<file path="src/rtl/dmem_arb_pkg.sv">
// Shared types and default sizing for the data-memory arbiter.
package dmem_arb_pkg;

   localparam int DATA_W_DEF    = 32;
   localparam int ADDR_W_DEF    = 32;
   localparam int MEM_DEPTH_DEF = 128;

   // Transaction sequencer states.
   typedef enum logic [1:0] {
      IDLE   = 2'd0,
      ACCESS = 2'd1,
      RESP   = 2'd2
   } arb_state_e;

   // Requester index: 0 = load/store port, 1 = debug/DMA port.
   typedef logic port_idx_t;

   // Convert a one-hot grant into a port index (port 1 only when gnt is exactly 2'b10).
   function automatic port_idx_t onehot_to_idx(input logic [1:0] gnt);
      return (gnt == 2'b10) ? 1'b1 : 1'b0;
   endfunction

endpackage

</file>
<file path="src/rtl/dmem_arbiter_rr_arb2.sv">
// Two-requester round-robin grant, purely combinational.
// On a tie the port that did not win last time is granted.
module rr_arb2
   import dmem_arb_pkg::*;
(
   input  logic [1:0] req,
   input  port_idx_t  last_grant,
   output logic [1:0] gnt
);

   // Single requester passes straight through; a tie goes to the other port.
   always_comb begin
      gnt = req;
      if (req == 2'b11) begin
         gnt = (last_grant == 1'b1) ? 2'b01 : 2'b10;
      end
   end

endmodule

</file>
<file path="src/rtl/dmem_arbiter.sv">
// Two-port round-robin arbiter and sequencer for the single-cycle data memory.
// Every access runs IDLE -> ACCESS -> RESP, so the memory sees exactly one
// strobe per transaction and every output comes straight from a flop.
//
//   state  | meaning
//   -------+------------------------------------------------------------
//   IDLE   | waiting for a request; grant and latch the winner's command
//   ACCESS | strobe presented to memory (suppressed when out of range)
//   RESP   | ack/err pulse on the granted port; requests are ignored
module dmem_arbiter
   import dmem_arb_pkg::*;
#(
   parameter int DATA_W    = DATA_W_DEF,
   parameter int ADDR_W    = ADDR_W_DEF,
   parameter int MEM_DEPTH = MEM_DEPTH_DEF
) (
   input  logic              clk,
   input  logic              reset,

   input  logic              p0_req,
   input  logic              p0_we,
   input  logic [ADDR_W-1:0] p0_addr,
   input  logic [DATA_W-1:0] p0_wdata,
   output logic              p0_ack,
   output logic [DATA_W-1:0] p0_rdata,
   output logic              p0_err,

   input  logic              p1_req,
   input  logic              p1_we,
   input  logic [ADDR_W-1:0] p1_addr,
   input  logic [DATA_W-1:0] p1_wdata,
   output logic              p1_ack,
   output logic [DATA_W-1:0] p1_rdata,
   output logic              p1_err,

   output logic [ADDR_W-1:0] mem_addr,
   output logic [DATA_W-1:0] mem_wdata,
   output logic              mem_we,
   output logic              mem_re,
   input  logic [DATA_W-1:0] mem_rdata
);

   // One extra bit so the range compare never truncates the address or depth.
   localparam logic [ADDR_W:0] DEPTH_EXT = (ADDR_W+1)'(MEM_DEPTH);

   arb_state_e                 state_q, state_d;
   port_idx_t                  last_grant_q, last_grant_d;
   port_idx_t                  gnt_port_q, gnt_port_d;

   logic                       lat_we_q, lat_we_d;
   logic [ADDR_W-1:0]          lat_addr_q, lat_addr_d;
   logic [DATA_W-1:0]          lat_wdata_q, lat_wdata_d;
   logic                       in_range_q, in_range_d;

   logic                       mem_we_q, mem_we_d;
   logic                       mem_re_q, mem_re_d;

   logic [1:0]                 ack_q, ack_d;
   logic [1:0]                 err_q, err_d;
   logic [1:0][DATA_W-1:0]     rdata_q, rdata_d;

   logic [1:0]                 req_vec;
   logic [1:0]                 gnt;
   port_idx_t                  sel;
   logic                       sel_we;
   logic [ADDR_W-1:0]          sel_addr;
   logic [DATA_W-1:0]          sel_wdata;
   logic                       sel_in_range;

   assign req_vec = {p1_req, p0_req};

   rr_arb2 u_rr_arb2 (
      .req        (req_vec),
      .last_grant (last_grant_q),
      .gnt        (gnt)
   );

   // Mux the winning requester's command so it can be latched in IDLE.
   always_comb begin
      sel          = onehot_to_idx(gnt);
      sel_we       = sel ? p1_we    : p0_we;
      sel_addr     = sel ? p1_addr  : p0_addr;
      sel_wdata    = sel ? p1_wdata : p0_wdata;
      sel_in_range = ({1'b0, sel_addr} < DEPTH_EXT);
   end

   // Next-state and next-output logic for the three-state sequencer.
   always_comb begin
      state_d      = state_q;
      last_grant_d = last_grant_q;
      gnt_port_d   = gnt_port_q;
      lat_we_d     = lat_we_q;
      lat_addr_d   = lat_addr_q;
      lat_wdata_d  = lat_wdata_q;
      in_range_d   = in_range_q;
      rdata_d      = rdata_q;
      mem_we_d     = 1'b0;
      mem_re_d     = 1'b0;
      ack_d        = 2'b00;
      err_d        = 2'b00;

      case (state_q)
         IDLE: begin
            if (|req_vec) begin
               state_d      = ACCESS;
               gnt_port_d   = sel;
               last_grant_d = sel;
               lat_we_d     = sel_we;
               lat_addr_d   = sel_addr;
               lat_wdata_d  = sel_wdata;
               in_range_d   = sel_in_range;
               // Strobe is registered here so it is live for the whole ACCESS cycle.
               mem_we_d     = sel_we  & sel_in_range;
               mem_re_d     = !sel_we & sel_in_range;
            end
         end

         ACCESS: begin
            state_d            = RESP;
            ack_d[gnt_port_q]  = 1'b1;
            err_d[gnt_port_q]  = !in_range_q;
            if (!in_range_q) begin
               rdata_d[gnt_port_q] = '0;
            end else if (!lat_we_q) begin
               rdata_d[gnt_port_q] = mem_rdata;
            end
         end

         RESP: begin
            state_d = IDLE;
         end

         default: begin
            state_d = IDLE;
         end
      endcase
   end

   // State and datapath registers; reset drops any in-flight transaction.
   always_ff @(posedge clk or negedge reset) begin
      if (!reset) begin
         state_q      <= IDLE;
         last_grant_q <= 1'b1;
         gnt_port_q   <= 1'b0;
         lat_we_q     <= 1'b0;
         lat_addr_q   <= '0;
         lat_wdata_q  <= '0;
         in_range_q   <= 1'b0;
         mem_we_q     <= 1'b0;
         mem_re_q     <= 1'b0;
         ack_q        <= 2'b00;
         err_q        <= 2'b00;
         rdata_q      <= '0;
      end else begin
         state_q      <= state_d;
         last_grant_q <= last_grant_d;
         gnt_port_q   <= gnt_port_d;
         lat_we_q     <= lat_we_d;
         lat_addr_q   <= lat_addr_d;
         lat_wdata_q  <= lat_wdata_d;
         in_range_q   <= in_range_d;
         mem_we_q     <= mem_we_d;
         mem_re_q     <= mem_re_d;
         ack_q        <= ack_d;
         err_q        <= err_d;
         rdata_q      <= rdata_d;
      end
   end

   assign mem_addr  = lat_addr_q;
   assign mem_wdata = lat_wdata_q;
   assign mem_we    = mem_we_q;
   assign mem_re    = mem_re_q;

   assign p0_ack    = ack_q[0];
   assign p1_ack    = ack_q[1];
   assign p0_err    = err_q[0];
   assign p1_err    = err_q[1];
   assign p0_rdata  = rdata_q[0];
   assign p1_rdata  = rdata_q[1];

endmodule

</file>
<file path="config.mk">
export PLATFORM = sky130hd
export DESIGN_NAME = dmem_arbiter
export DESIGN_NICKNAME = d
export VERILOG_FILES = /design/src/rtl/dmem_arb_pkg.sv /design/src/rtl/dmem_arbiter_rr_arb2.sv /design/src/rtl/dmem_arbiter.sv
export SDC_FILE = /design/constraint.sdc
export NUM_CORES = 1
export LEC_CHECK = 0
export BUFFER_PORTS_ARGS = -buffer_cell sky130_fd_sc_hd__buf_4
export CAP_MARGIN = 40
export CELL_PAD_IN_SITES_DETAIL_PLACEMENT = 1
export CELL_PAD_IN_SITES_GLOBAL_PLACEMENT = 2
export CORE_MARGIN = 2
export CORE_UTILIZATION = 27
export CTS_BUF_LIST = sky130_fd_sc_hd__clkbuf_8
export CTS_CLUSTER_DIAMETER = 200
export DETAILED_ROUTE_END_ITERATION = 8
export PLACE_DENSITY = 0.79
export SYNTH_ARGS = -nofsm -noshare
export SYNTH_HDL_FRONTEND = slang
export SYNTH_SLANG_ARGS = --single-unit
</file>
<file path="constraint.sdc">
create_clock -name clk -period 1.6 [get_ports clk]
set_input_delay 0.24 -clock clk [delete_from_list [all_inputs] [get_ports clk]]
set_output_delay 0.24 -clock clk [all_outputs]
set_load 0.05 [all_outputs]
</file>
-- Yosys cells after proc, flatten, opt, wreduce, memory -nomap -nowiden
Cells that the tools add are included.
- flip-flop bits (word level): 140
- input port bits: 166
- output and inout port bits: 134
- magnitude comparators: 3
- equal/unequal tests: 5
- muxes and demuxes: 21
- bitwise operators: 5
- reductions and logical operators: 7
- operator list (operator ; number):
    $mux W64 ; 2
    $mux W32 ; 3
    $and A64 B64 Y64 ; 1
    $bwmux W64 ; 1
    $not A64 Y64 ; 1
    $demux W32 S1 ; 1
    $lt A32 B8 Y1 const B ; 1
    $mux W2 ; 5
    $mux W1 ; 7
    $eq A2 B2 Y1 const B ; 2
    $ne A2 B2 Y1 const B ; 2
    $pmux W2 S2 ; 1
    $reduce_and A2 Y1 ; 2
    $and A1 B1 Y1 ; 2
    $and A2 B2 Y2 ; 1
    $eq A2 B1 Y1 const B ; 1
    $logic_not A1 Y1 ; 2
    $logic_not A2 Y1 ; 1
    $lt A1 B2 Y1 const B ; 1
    $reduce_or A2 Y1 ; 1
    $demux W1 S1 ; 1
    $ge A1 B1 Y1 const B ; 1
    $logic_and A1 B1 Y1 ; 1

-- Longest topological paths before layout
- depth after elaboration: 9
- depth in mapped cells: 7
- mapped depth without buffers: 5

-- Hierarchy
A second synthesis with hierarchy kept.
- cell total of the unflattened synthesis: 486
- area total of the unflattened synthesis: 5833.1 um^2
- by module, submodules not included (module ; times used ; cells each ; area each (um^2)):
    dmem_arbiter ; 1 ; 483 ; 5814.3
    rr_arb2 ; 1 ; 3 ; 18.8

-- Worst setup path after synthesis
OpenSTA, ideal clock, no wires.
- path kind: register to register
- from: register last_grant_q
- to: register gnt_port_q
- library setup time: 125 ps
- data arrival time: 1247 ps
- data required time: 1475 ps
- slack: 229 ps
- cell stages (with the launch flop): 6
- period minus slack after synthesis: 1371 ps
- cells stage by stage: dfstp_2 > a21boi_2 > buf_4 > buf_8 > buf_8 > mux2_2
- word-level cells in the longest chain between the ends: 4
- ends and longest elaborated chain (element ; line ; RTL):
    start: declaration ; dmem_arbiter.sv:47 ; port_idx_t last_grant_q, last_grant_d;
    start signal: assignment ; dmem_arbiter.sv:156 ; last_grant_q <= last_grant_d;
    $mux W2 ; dmem_arbiter_rr_arb2.sv:15 ; gnt = (last_grant == 1'b1) ? 2'b01 : 2'b10;
    $mux W2 ; dmem_arbiter_rr_arb2.sv:14 ; if (req == 2'b11) begin
    $eq A2 B2 Y1 ; dmem_arb_pkg.sv:20 ; return (gnt == 2'b10) ? 1'b1 : 1'b0;
    $mux W1 ; dmem_arb_pkg.sv:20 ;
    end signal: assignment ; dmem_arbiter.sv:157 ; gnt_port_q <= gnt_port_d;
    end: declaration ; dmem_arbiter.sv:48 ; port_idx_t gnt_port_q, gnt_port_d;
Every way passes these cells.
A chain may end at the register's enable or synchronous reset.

-- Final worst setup path
- from: register last_grant_q
- to: register in_range_q
- word-level cells in the longest chain between the ends: 6
- ends and longest elaborated chain (element ; line ; RTL):
    $mux W2 ; dmem_arbiter_rr_arb2.sv:15 ;
    $mux W2 ; dmem_arbiter_rr_arb2.sv:14 ;
    $eq A2 B2 Y1 ; dmem_arb_pkg.sv:20 ;
    $mux W1 ; dmem_arb_pkg.sv:20 ;
    $mux W32 ; dmem_arbiter.sv:82 ; sel_addr = sel ? p1_addr : p0_addr;
    $lt A32 B8 Y1 ; dmem_arbiter.sv:84 ; sel_in_range = ({1'b0, sel_addr} < DEPTH_EXT);
    end signal: assignment ; dmem_arbiter.sv:161 ; in_range_q <= in_range_d;
    end: declaration ; dmem_arbiter.sv:53 ; logic in_range_q, in_range_d;
Every way passes these cells.

==> run summary <==
First DRT Iteration DRCs: 145
Fmax: 692.9 MHz
Tot Pwr: 16.50 mW
Synthesized area: 5887 sq um
Post-CTS Hold Fix Bufs: 1
Starting density of the core: 27.23%
Critical Path Slowest Stage Cell: dfstp_2
Die Wd: 151.7 um
Synthesized flop and latch total: 140
Worst-Margin Slew: 0.3566 ns
# diodes: 0
Number of I/O port buffers: 299
CP Capture Type: flip-flop
Post-CTS setup buffers: 0
# DRC: 0
Full die area: 23000 sq um
Nets: 1036
Post-DP HPWL: 14620 um
Min-delay src: mem_rdata[31]
Worst EP required: 1.91 ns
Min cycle time layout: 1.443 ns
Core Box Area: 21620 sq um
Vias in the first global route: 5608
Final Non-Filler Cells: 1163
Setup WS pre-CTS: 0.1443 ns
Post-route ant nets: 0
Syn-to-layout area delta: 53.03%
Rel. slew slack: 76.01%
Worst Slack Setup Final: 0.1568 ns
WP buf/inv: 1
GP Congestion: 0.8260
Startpoint Class: flip-flop
PD cells: 1832 nW/um^2
Ports: 300
Initial antenna violation count: 0
Period utilization: 90.20%
Reg2reg start: last_grant_q
FILL cells: 2505
Pin count of the biggest net entering global routing: 65
Post-synth cell types: 29
EDFF count, synth: 0
Status: finished clean
Cells after Synth: 573
Synth Warn #: 0
Clock root buffer: clkbuf_8
Critical setup path kind: reg -> reg
Final Setup Violations: 0
Final Hold Viols: 0
Routed wl met2: 9545 um
CTS tree: built
Met3 WL: 1437 um
Die height: 151.7 um
Largest stage delay on the critical path: 0.39 ns
# clock sinks: 140
Placed Cells incl. Taps: 1130
CP delay by family, top: compound AO/OA/AOI/OAI gates
CP startpoint: last_grant_q
H-tree depth: 4
First-pass GRT wire length: 30150 um
Total grt overflow: 0
Routed len/inst: 16.43 um
Async S/R FF share, synth: 100.0%
Via-to-Cell Ratio: 4.495
Crit-path cells: a21boi_4 -> buf_12 -> nor3_1 -> o21bai_1 -> o21ai_1
Clk_lat worst skew: 0.44 ns
CP max FO: 22
Clk buf depth: 2
Worst-path clk slew: 0.08 ns
Top FF cell, synth: dfrtp_1
Share of cells above drive strength 1: 40.20%
GRT Total Usage: 17.09%
Top Layer Used: met4
Leak: 4.345 nW
M1 wire length: 7687 um
Post-CTS sizing: 0
Register area: 3505 sq um
Row cnt: 54
Max rail drop VDD: 1016 uV
Clk_skew: 0.01279 ns
Multi-input logic area: 2156 sq um
Mean Syn Cell Area: 10.27 sq um
CTS Buf Count: 17
Max-slew violations: 0
Max Cap Viol: 0
RSZ-0062 raised after global routing: no
DRT Pass-1 Iters: 4
CP arrival: 1.75 ns
Syn_nets: 739
Setup TNS: 0 ns
Total number of vias: 5228
Sequential area share after synthesis: 59.53%
Tightest Hold Check Type: in -> reg
Final wirelength: 19110 um
## layout by cell type, fill, tap and decap left out, drive strengths merged
cell	count
a21boi	1
a21oi	64
and2	2
and2b	1
and3	1
buf	316
bufinv	6
clkbuf	17
clkinv	6
clkinvlp	1
dfrtp	139
dfstp	1
dlygate4sd3	1
inv	4
mux2	2
mux2i	64
nand2	100
nand3	1
nand4	2
nor2	68
nor2b	3
nor3	1
nor3b	1
nor4	12
o21a	2
o21ai	66
o21bai	1
## layout make-up
| cell class | instances | share of cell area (%) |
|---|---|---|
| well taps | 280 | 3.889 |
| clock buffers | 17 | 2.597 |
| multi-input cells | 392 | 23.93 |
| flip-flops and latches | 140 | 38.90 |
| inverters | 2 | 0.08333 |
| repair buffers | 317 | 27.88 |
| clock inverters | 15 | 2.722 |
## final timing paths
kind                       cells after the start  slack (ns)            to
setup reg to reg                               5        0.16    in_range_q
min in group asynchronous                      2        0.22  mem_addr[11]
hold reg to reg                                2        0.48  p1_rdata[21]
hold / removal                                 3        0.08  p0_rdata[31]
setup / recovery                               5        0.16    in_range_q
max in group asynchronous                      3        0.75  last_grant_q
## synthesized netlist by cell type, types with 2 or more instances
cell type  number  share of area, %
buf_2          18               1.5
nand4_1         2              0.21
clkbuf_1       11              0.70
o21ai_1         2              0.17
nand2_1        98               6.2
nand2_2         2              0.21
nor4_1         12               1.3
inv_1           2              0.13
buf_8           2              0.51
mux2i_1        64                11
nor2b_1         2              0.21
buf_4           7              0.89
a21oi_1        64               5.4
nor2_1         68               4.3
o21a_1          2              0.25
mux2_2          2              0.38
o21ai_0        64               5.4
dfrtp_1       139                59
and2_1          2              0.21
## power by group
part | internal [mW] | switching (mW) | leakage, nW
clock network | 2.02 | 1.43 | 0.241
registers | 4.51 | 0.528 | 1.75
logic | 2.51 | 5.51 | 2.35
total | 9.04 | 7.46 | 4.35
## worst register-to-register path: cells and delay by family, from the launching register on
kind            cells  cell delay (ns)
compound gates      3             0.62
buf+inv             1             0.23
flops               1             0.39
simple gates        1             0.09
## cells by family after synthesis
| family | count (synthesis) | share of synthesized area, % |
|---|---|---|
| muxes | 66 | 11.26 |
| DFF | 140 | 59.53 |
| buffers and inverters | 41 | 4.102 |
| AOI/OAI and AO/OA | 134 | 11.63 |
| and+or+nand+nor | 192 | 13.47 |
## per-stage QoR
stage               hold WS (ns)  util, %  area, sq um
CTS                      0.04037    41.67         9009
detailed placement        0.1262    39.40         8519
global route             0.04912    41.67         9009
finish                   0.07943    41.67         9009
global placement          0.1321    39.40         8519
floorplan               -0.05559        -         5887
## registers in the layout (all words and copies together) (netlist names)
| signal | count |
|---|---|
| gnt_port_q | 1 |
| in_range_q | 1 |
| mem_re | 1 |
| err_q | 2 |
| mem_we | 1 |
| mem_addr | 32 |
| last_grant_q | 1 |
| p1_rdata | 32 |
| ack_q | 2 |
| p0_rdata | 32 |
| state_q | 2 |
| mem_wdata | 32 |
| lat_we_q | 1 |
## routing by layer
layer	global-route usage, %	up-vias
li1	-	2533
met1	20.19	2508
met2	28.83	169
met3	5.689	18
met4	6.528	0
met5	0	-
No activity file was read; power rests on OpenSTA's default activity.
